### src/rtl/uart_receiver.sv
// 8N1 UART receiver with programmable oversampling, mid-bit sampling,
// frame/break detection and a one-deep holding register with overrun flag.
module uart_receiver #(
    parameter int OVERSAMPLE = 16
) (
    input  logic        clk,
    input  logic        rst,
    input  logic        enable,
    input  logic [31:0] baud_div,
    input  logic        rx,
    input  logic        rd,
    output logic [7:0]  rx_data,
    output logic        rx_valid,
    output logic        frame_err,
    output logic        overrun,
    output logic        busy
);

    localparam logic [2:0] S_IDLE  = 3'd0;
    localparam logic [2:0] S_START = 3'd1;
    localparam logic [2:0] S_DATA  = 3'd2;
    localparam logic [2:0] S_STOP  = 3'd3;
    localparam logic [2:0] S_BREAK = 3'd4;

    localparam logic [15:0] HALF = 16'(OVERSAMPLE / 2);
    localparam logic [15:0] FULL = 16'(OVERSAMPLE);

    logic        rx_s1_q, rx_s2_q;
    logic [31:0] cnt_q, cnt_d;
    logic [2:0]  state_q, state_d;
    logic [15:0] tcnt_q, tcnt_d;
    logic [2:0]  bidx_q, bidx_d;
    logic [7:0]  shift_q, shift_d;
    logic [7:0]  data_q, data_d;
    logic        valid_q, valid_d;
    logic        ferr_q, ferr_d;
    logic        ovr_q, ovr_d;

    logic        rx_s;
    logic        tick;
    logic        done;
    logic [31:0] div_eff;
    logic [15:0] tcnt_inc;

    assign rx_s     = rx_s2_q;
    assign div_eff  = (baud_div == 32'd0) ? 32'd1 : baud_div;
    assign tick     = (cnt_q == 32'd1);
    assign tcnt_inc = tcnt_q + 16'd1;

    always_comb begin
        state_d = state_q;
        tcnt_d  = tcnt_q;
        bidx_d  = bidx_q;
        shift_d = shift_q;
        done    = 1'b0;
        cnt_d   = (cnt_q <= 32'd1) ? div_eff : cnt_q - 32'd1;
        case (state_q)
            S_IDLE: begin
                if (!rx_s) begin
                    state_d = S_START;
                    tcnt_d  = 16'd0;
                    cnt_d   = div_eff;
                end
            end
            S_START: begin
                if (tick) begin
                    tcnt_d = tcnt_inc;
                    if (tcnt_inc == HALF) begin
                        tcnt_d  = 16'd0;
                        bidx_d  = 3'd0;
                        state_d = rx_s ? S_IDLE : S_DATA;
                    end
                end
            end
            S_DATA: begin
                if (tick) begin
                    tcnt_d = tcnt_inc;
                    if (tcnt_inc == FULL) begin
                        tcnt_d  = 16'd0;
                        shift_d = {rx_s, shift_q[7:1]};
                        bidx_d  = bidx_q + 3'd1;
                        if (bidx_q == 3'd7) begin
                            state_d = S_STOP;
                        end
                    end
                end
            end
            S_STOP: begin
                if (tick) begin
                    tcnt_d = tcnt_inc;
                    if (tcnt_inc == FULL) begin
                        tcnt_d  = 16'd0;
                        done    = 1'b1;
                        state_d = rx_s ? S_IDLE : S_BREAK;
                    end
                end
            end
            S_BREAK: begin
                if (rx_s) begin
                    state_d = S_IDLE;
                end
            end
            default: state_d = S_IDLE;
        endcase
        // Disabling abandons any partial byte; the holding register is untouched.
        if (!enable) begin
            state_d = S_IDLE;
            tcnt_d  = 16'd0;
            cnt_d   = div_eff;
            done    = 1'b0;
        end
    end

    always_comb begin
        data_d  = data_q;
        valid_d = valid_q;
        ferr_d  = ferr_q;
        ovr_d   = ovr_q;
        if (done) begin
            data_d  = shift_q;
            valid_d = 1'b1;
            ferr_d  = ~rx_s;
            ovr_d   = rd ? 1'b0 : (ovr_q | valid_q);
        end else if (rd && valid_q) begin
            valid_d = 1'b0;
            ferr_d  = 1'b0;
            ovr_d   = 1'b0;
        end
    end

    always_ff @(posedge clk or posedge rst) begin
        if (rst) begin
            rx_s1_q <= 1'b1;
            rx_s2_q <= 1'b1;
            cnt_q   <= 32'd0;
            state_q <= S_IDLE;
            tcnt_q  <= 16'd0;
            bidx_q  <= 3'd0;
            shift_q <= 8'h00;
            data_q  <= 8'h00;
            valid_q <= 1'b0;
            ferr_q  <= 1'b0;
            ovr_q   <= 1'b0;
        end else begin
            rx_s1_q <= rx;
            rx_s2_q <= rx_s1_q;
            cnt_q   <= cnt_d;
            state_q <= state_d;
            tcnt_q  <= tcnt_d;
            bidx_q  <= bidx_d;
            shift_q <= shift_d;
            data_q  <= data_d;
            valid_q <= valid_d;
            ferr_q  <= ferr_d;
            ovr_q   <= ovr_d;
        end
    end

    assign rx_data   = data_q;
    assign rx_valid  = valid_q;
    assign frame_err = ferr_q;
    assign overrun   = ovr_q;
    assign busy      = (state_q != S_IDLE);

endmodule

### config.mk
export PLATFORM = sky130hd
export DESIGN_NAME = uart_receiver
export DESIGN_NICKNAME = d
export VERILOG_FILES = /design/src/rtl/uart_receiver.sv
export SDC_FILE = /design/constraint.sdc
export NUM_CORES = 1
export LEC_CHECK = 0
export CORE_MARGIN = 8
export CORE_UTILIZATION = 57
export DETAILED_ROUTE_END_ITERATION = 6
export PLACE_DENSITY = 0.84
export SLEW_MARGIN = 20
export SYNTH_ARGS = -nofsm -noshare
export SYNTH_HDL_FRONTEND = slang
export SYNTH_SLANG_ARGS = --single-unit
export TNS_END_PERCENT = 5
### constraint.sdc
create_clock -name clk -period 3.82 [get_ports clk]
set_input_delay 0.382 -clock clk [delete_from_list [all_inputs] [get_ports clk]]
set_output_delay 0.382 -clock clk [all_outputs]
set_load 0.02 [all_outputs]
==> impl_metrics.json <==
{
  "hold-worst-slack_ns": 0.361,
  "cp-end-kind": "flop",
  "power-per-cell-area_nw_per_um2": 335,
  "vdd_drop_max_v": 0.000194,
  "n_antenna_cell": 0,
  "timing.final.hold_violations": 0,
  "syn-mean-instance-area_um2": 9.31,
  "timing.slew.headroom": 0.472,
  "synth.area.top_cells": "sky130_fd_sc_hd__dfrtp_1 (42%), sky130_fd_sc_hd__mux2_2 (6.2%), sky130_fd_sc_hd__nand2_1 (5.0%), sky130_fd_sc_hd__o21ai_0 (4.0%), sky130_fd_sc_hd__xnor2_1 (4.0%)",
  "critical_path_required_ns": 4.08,
  "dp.final_hpwl_mm": 7.12,
  "synth.yosys.seq_area_share": 0.433,
  "min-delay-path-class": "reg2reg",
  "layout_min_cycle_time_ns": 3.29,
  "synth_nets": 509,
  "clock-skew-final_ns": 0.0150,
  "critPathLaunchType": "flop",
  "drtIter0Drc": 210,
  "internal_power_w": 0.00119,
  "num_vias": 3708,
  "synth.yosys.warnings": 0,
  "clkSlewWorstSetupHoldPaths_ns": 0.10,
  "grt_util_all_layers": 0.194,
  "detail_route.first_pass.iterations": 6,
  "cts_sink_cnt": 75,
  "placer_s_final_routability_congestion_estimate": 0.930,
  "core_um2": 7570,
  "maxClockFrequency_mhz": 304,
  "grt_max_degree": 64,
  "synth_cells": 466,
  "timing_worst_setup_path_type": "reg2reg",
  "floorplan.die.height_um": 103,
  "setup_viol": 0,
  "routed_wl_mm": 9.74,
  "sequentialPowerShare": 0.519,
  "antenna_left": 0,
  "cts-hold-fix-buffers": 0,
  "wire_length_of_the_first_global_routing_pass_mm": 16.3,
  "io_buffer_count": 48,
  "wl_per_cell_um": 15.9,
  "unrepaired_setup_endpoints_after_global_routing": "false",
  "inserted_clock_buffers": 9,
  "cts-root-buf": "sky130_fd_sc_hd__clkbuf_8",
  "top_level_ports": 49,
  "synth.lib_cells_used.distinct": 56,
  "fin_crit_sh": 0.860,
  "die-width_um": 103,
  "cts-root-to-sink-buffers": 2,
  "status": "complete, no violations",
  "syn_to_final_growth_pct": 17.2,
  "tritoncts": "built",
  "grt_overflow_total": 0,
  "core.rowCount": 32,
  "antenna_found_initial": 0,
  "switching_share": 0.300,
  "synth_seq_cells": 75,
  "slew_violations": 0,
  "worst_case_setup_margin_in_the_final_layout_ns": 0.534,
  "combPwrFrac": 0.130,
  "worst-endpoint-arrival_ns": 3.54,
  "drive_gt1_frac": 0.125,
  "post-place-ws_ns": 0.586,
  "synth_top_area_share": 0.421,
  "biggest_fanout_along_the_worst_timing_path": 9,
  "via_per_inst": 6.06,
  "number_of_filler_instances_in_the_final_layout": 583,
  "post-synth-top-area-cell": "sky130_fd_sc_hd__dfrtp_1",
  "power_switching_w": 0.000511,
  "power.leakage_nw": 2.06,
  "final_cells": 612,
  "worst_slew_pin_slew_ns": 0.792,
  "grt_pass1_vias": 3523,
  "synth_edf_count": 0,
  "postCtsSetupBuffers": 0,
  "design.die.area_um2": 10700,
  "drc_viols": 0,
  "clk-insertion-delay-late_ns": 0.36,
  "initial_cell_density_of_the_core": 0.573,
  "postCtsResizedCells": 0,
  "numPlacedInstances": 596,
  "synth_ff_type": "sky130_fd_sc_hd__dfrtp_1",
  "layout.nets": 548,
  "power_share_of_the_clock_group": 0.351,
  "fin_setup_tns_ns": 0,
  "drv_cap": 0,
  "postSynth.asyncResetShare": 1.00,
  "synth_area_um2": 4340,
  "cts-htree-levels": 3
}
==> cells by family (layout without fill, tap and decap cells) <==
| logic type | after synthesis | count (layout) | share of synthesized area |
|---|---|---|---|
| AND/OR/NAND/NOR | 199 | 199 | 0.249 |
| AO/OA/AOI/OAI | 88 | 88 | 0.127 |
| flip-flops | 75 | 75 | 0.433 |
| buffers and inverters | 37 | 81 | 0.0349 |
| XOR/XNOR | 32 | 32 | 0.0646 |
| multiplexers | 29 | 29 | 0.0738 |
| adder cells (fa/ha/maj) | 6 | 6 | 0.0173 |
==> layer usage <==
layer	up-vias	wire (um)	global-route usage
met5	-	0	0
met3	24	667	0.0435
met4	0	202	0.0768
met1	1753	4240	0.250
li1	1787	-	-
met2	144	4630	0.311
==> through the flow <==
stage	utilization	power, W	cell area, um2
after floorplan	-	0.00103	4340
after global placement	0.647	0.00111	4900
after detailed placement	0.647	0.00112	4900
after CTS	0.672	0.00171	5080
after global routing	0.672	0.00178	5080
final	0.672	0.00170	5080
==> synth_stat cells (all sizes together), types with 3 or more instances <==
cell type,n
buf,7
a21o,3
a32o,4
nor3,11
inv,9
and2,3
or3,8
a21oi,11
mux2,24
o21ai,40
nor4,22
or4,10
dfrtp,73
xor2,12
nand2b,5
clkbuf,21
nor4b,3
xnor2,20
nand3,17
nand4,11
o31ai,3
nor2,31
and3,8
a31o,4
a31oi,5
nand2,58
mux2i,5
ha,6
==> power by group through the flow <==
| stage | sequential [W] | combinational [W] | clock [W] |
|---|---|---|---|
| 2_1_floorplan | 0.000889 | 0.000142 | 0 |
| 3_3_place_gp | 0.000896 | 0.000215 | 0 |
| 3_5_place_dp | 0.000900 | 0.000220 | 0 |
| 4_1_cts | 0.000885 | 0.000222 | 0.000608 |
| 5_1_grt | 0.000892 | 0.000248 | 0.000641 |
| 6_report | 0.000885 | 0.000221 | 0.000598 |
==> worst max-delay path, cell delays in order (launching register included) <==
cell,delay (ns)
sky130_fd_sc_hd__dfrtp_1,0.48
sky130_fd_sc_hd__ha_1,0.35
sky130_fd_sc_hd__nand3_1,0.27
sky130_fd_sc_hd__nor3_1,0.37
sky130_fd_sc_hd__a31oi_1,0.19
sky130_fd_sc_hd__nor4b_2,0.37
sky130_fd_sc_hd__nand2_1,0.13
sky130_fd_sc_hd__or4_1,0.67
sky130_fd_sc_hd__mux2_2,0.34
==> sequential cells by signal (all words and copies together) (netlist names) <==
register	cells
bidx_q	3
cnt_q	32
frame_err	1
overrun	1
rx_data	8
rx_s	1
rx_s1_q	1
rx_valid	1
shift_q	8
state_q	3
tcnt_q	16
==> path summary, 6_finish.rpt <==
| kind | startpoint | to | slack, ns | cells past startpoint |
|---|---|---|---|---|
| max | tcnt_q[0]$_DFFE_PP0P_ | shift_q[5]$_DFFE_PP0P_ | 0.53 | 8 |
| min | rx_s1_q$_DFF_PP1_ | rx_s$_DFF_PP1_ | 0.36 | 0 |
| max reg2reg | tcnt_q[0]$_DFFE_PP0P_ | shift_q[5]$_DFFE_PP0P_ | 0.53 | 8 |
| min reg2reg | rx_s1_q$_DFF_PP1_ | rx_s$_DFF_PP1_ | 0.36 | 0 |
| max in group asynchronous | rst | tcnt_q[3]$_DFFE_PP0P_ | 2.66 | 3 |
| min in group asynchronous | rst | cnt_q[6]$_DFF_PP0_ | 0.39 | 2 |
==> cell type report <==
class,instances,area (um2),share of cell area
clock inverter,7,65.1,0.0128
tap,102,128,0.0251
timing repair buffer,56,541,0.106
sequential,75,1880,0.370
multi-input combinational,354,2310,0.455
inverter,9,33.8,0.00664
clock buffer,9,124,0.0244
==> cell usage in the layout, fill, tap and decap left out, types with 6 or more instances in the layout <==
master	count
sky130_fd_sc_hd__clkdlybuf4s50_1	48
sky130_fd_sc_hd__nand3_1	17
sky130_fd_sc_hd__or3_1	8
sky130_fd_sc_hd__nor4_1	20
sky130_fd_sc_hd__nor2_1	31
sky130_fd_sc_hd__a21oi_1	11
sky130_fd_sc_hd__inv_1	8
sky130_fd_sc_hd__mux2_2	24
sky130_fd_sc_hd__or4_1	10
sky130_fd_sc_hd__o21ai_0	35
sky130_fd_sc_hd__xnor2_1	20
sky130_fd_sc_hd__buf_4	8
sky130_fd_sc_hd__ha_1	6
sky130_fd_sc_hd__and3_1	8
sky130_fd_sc_hd__nand4_1	10
sky130_fd_sc_hd__clkbuf_8	9
sky130_fd_sc_hd__nand2_1	58
sky130_fd_sc_hd__xor2_1	12
sky130_fd_sc_hd__dfrtp_1	73
sky130_fd_sc_hd__nor3_1	10
Power figures use the tool's default switching activity.
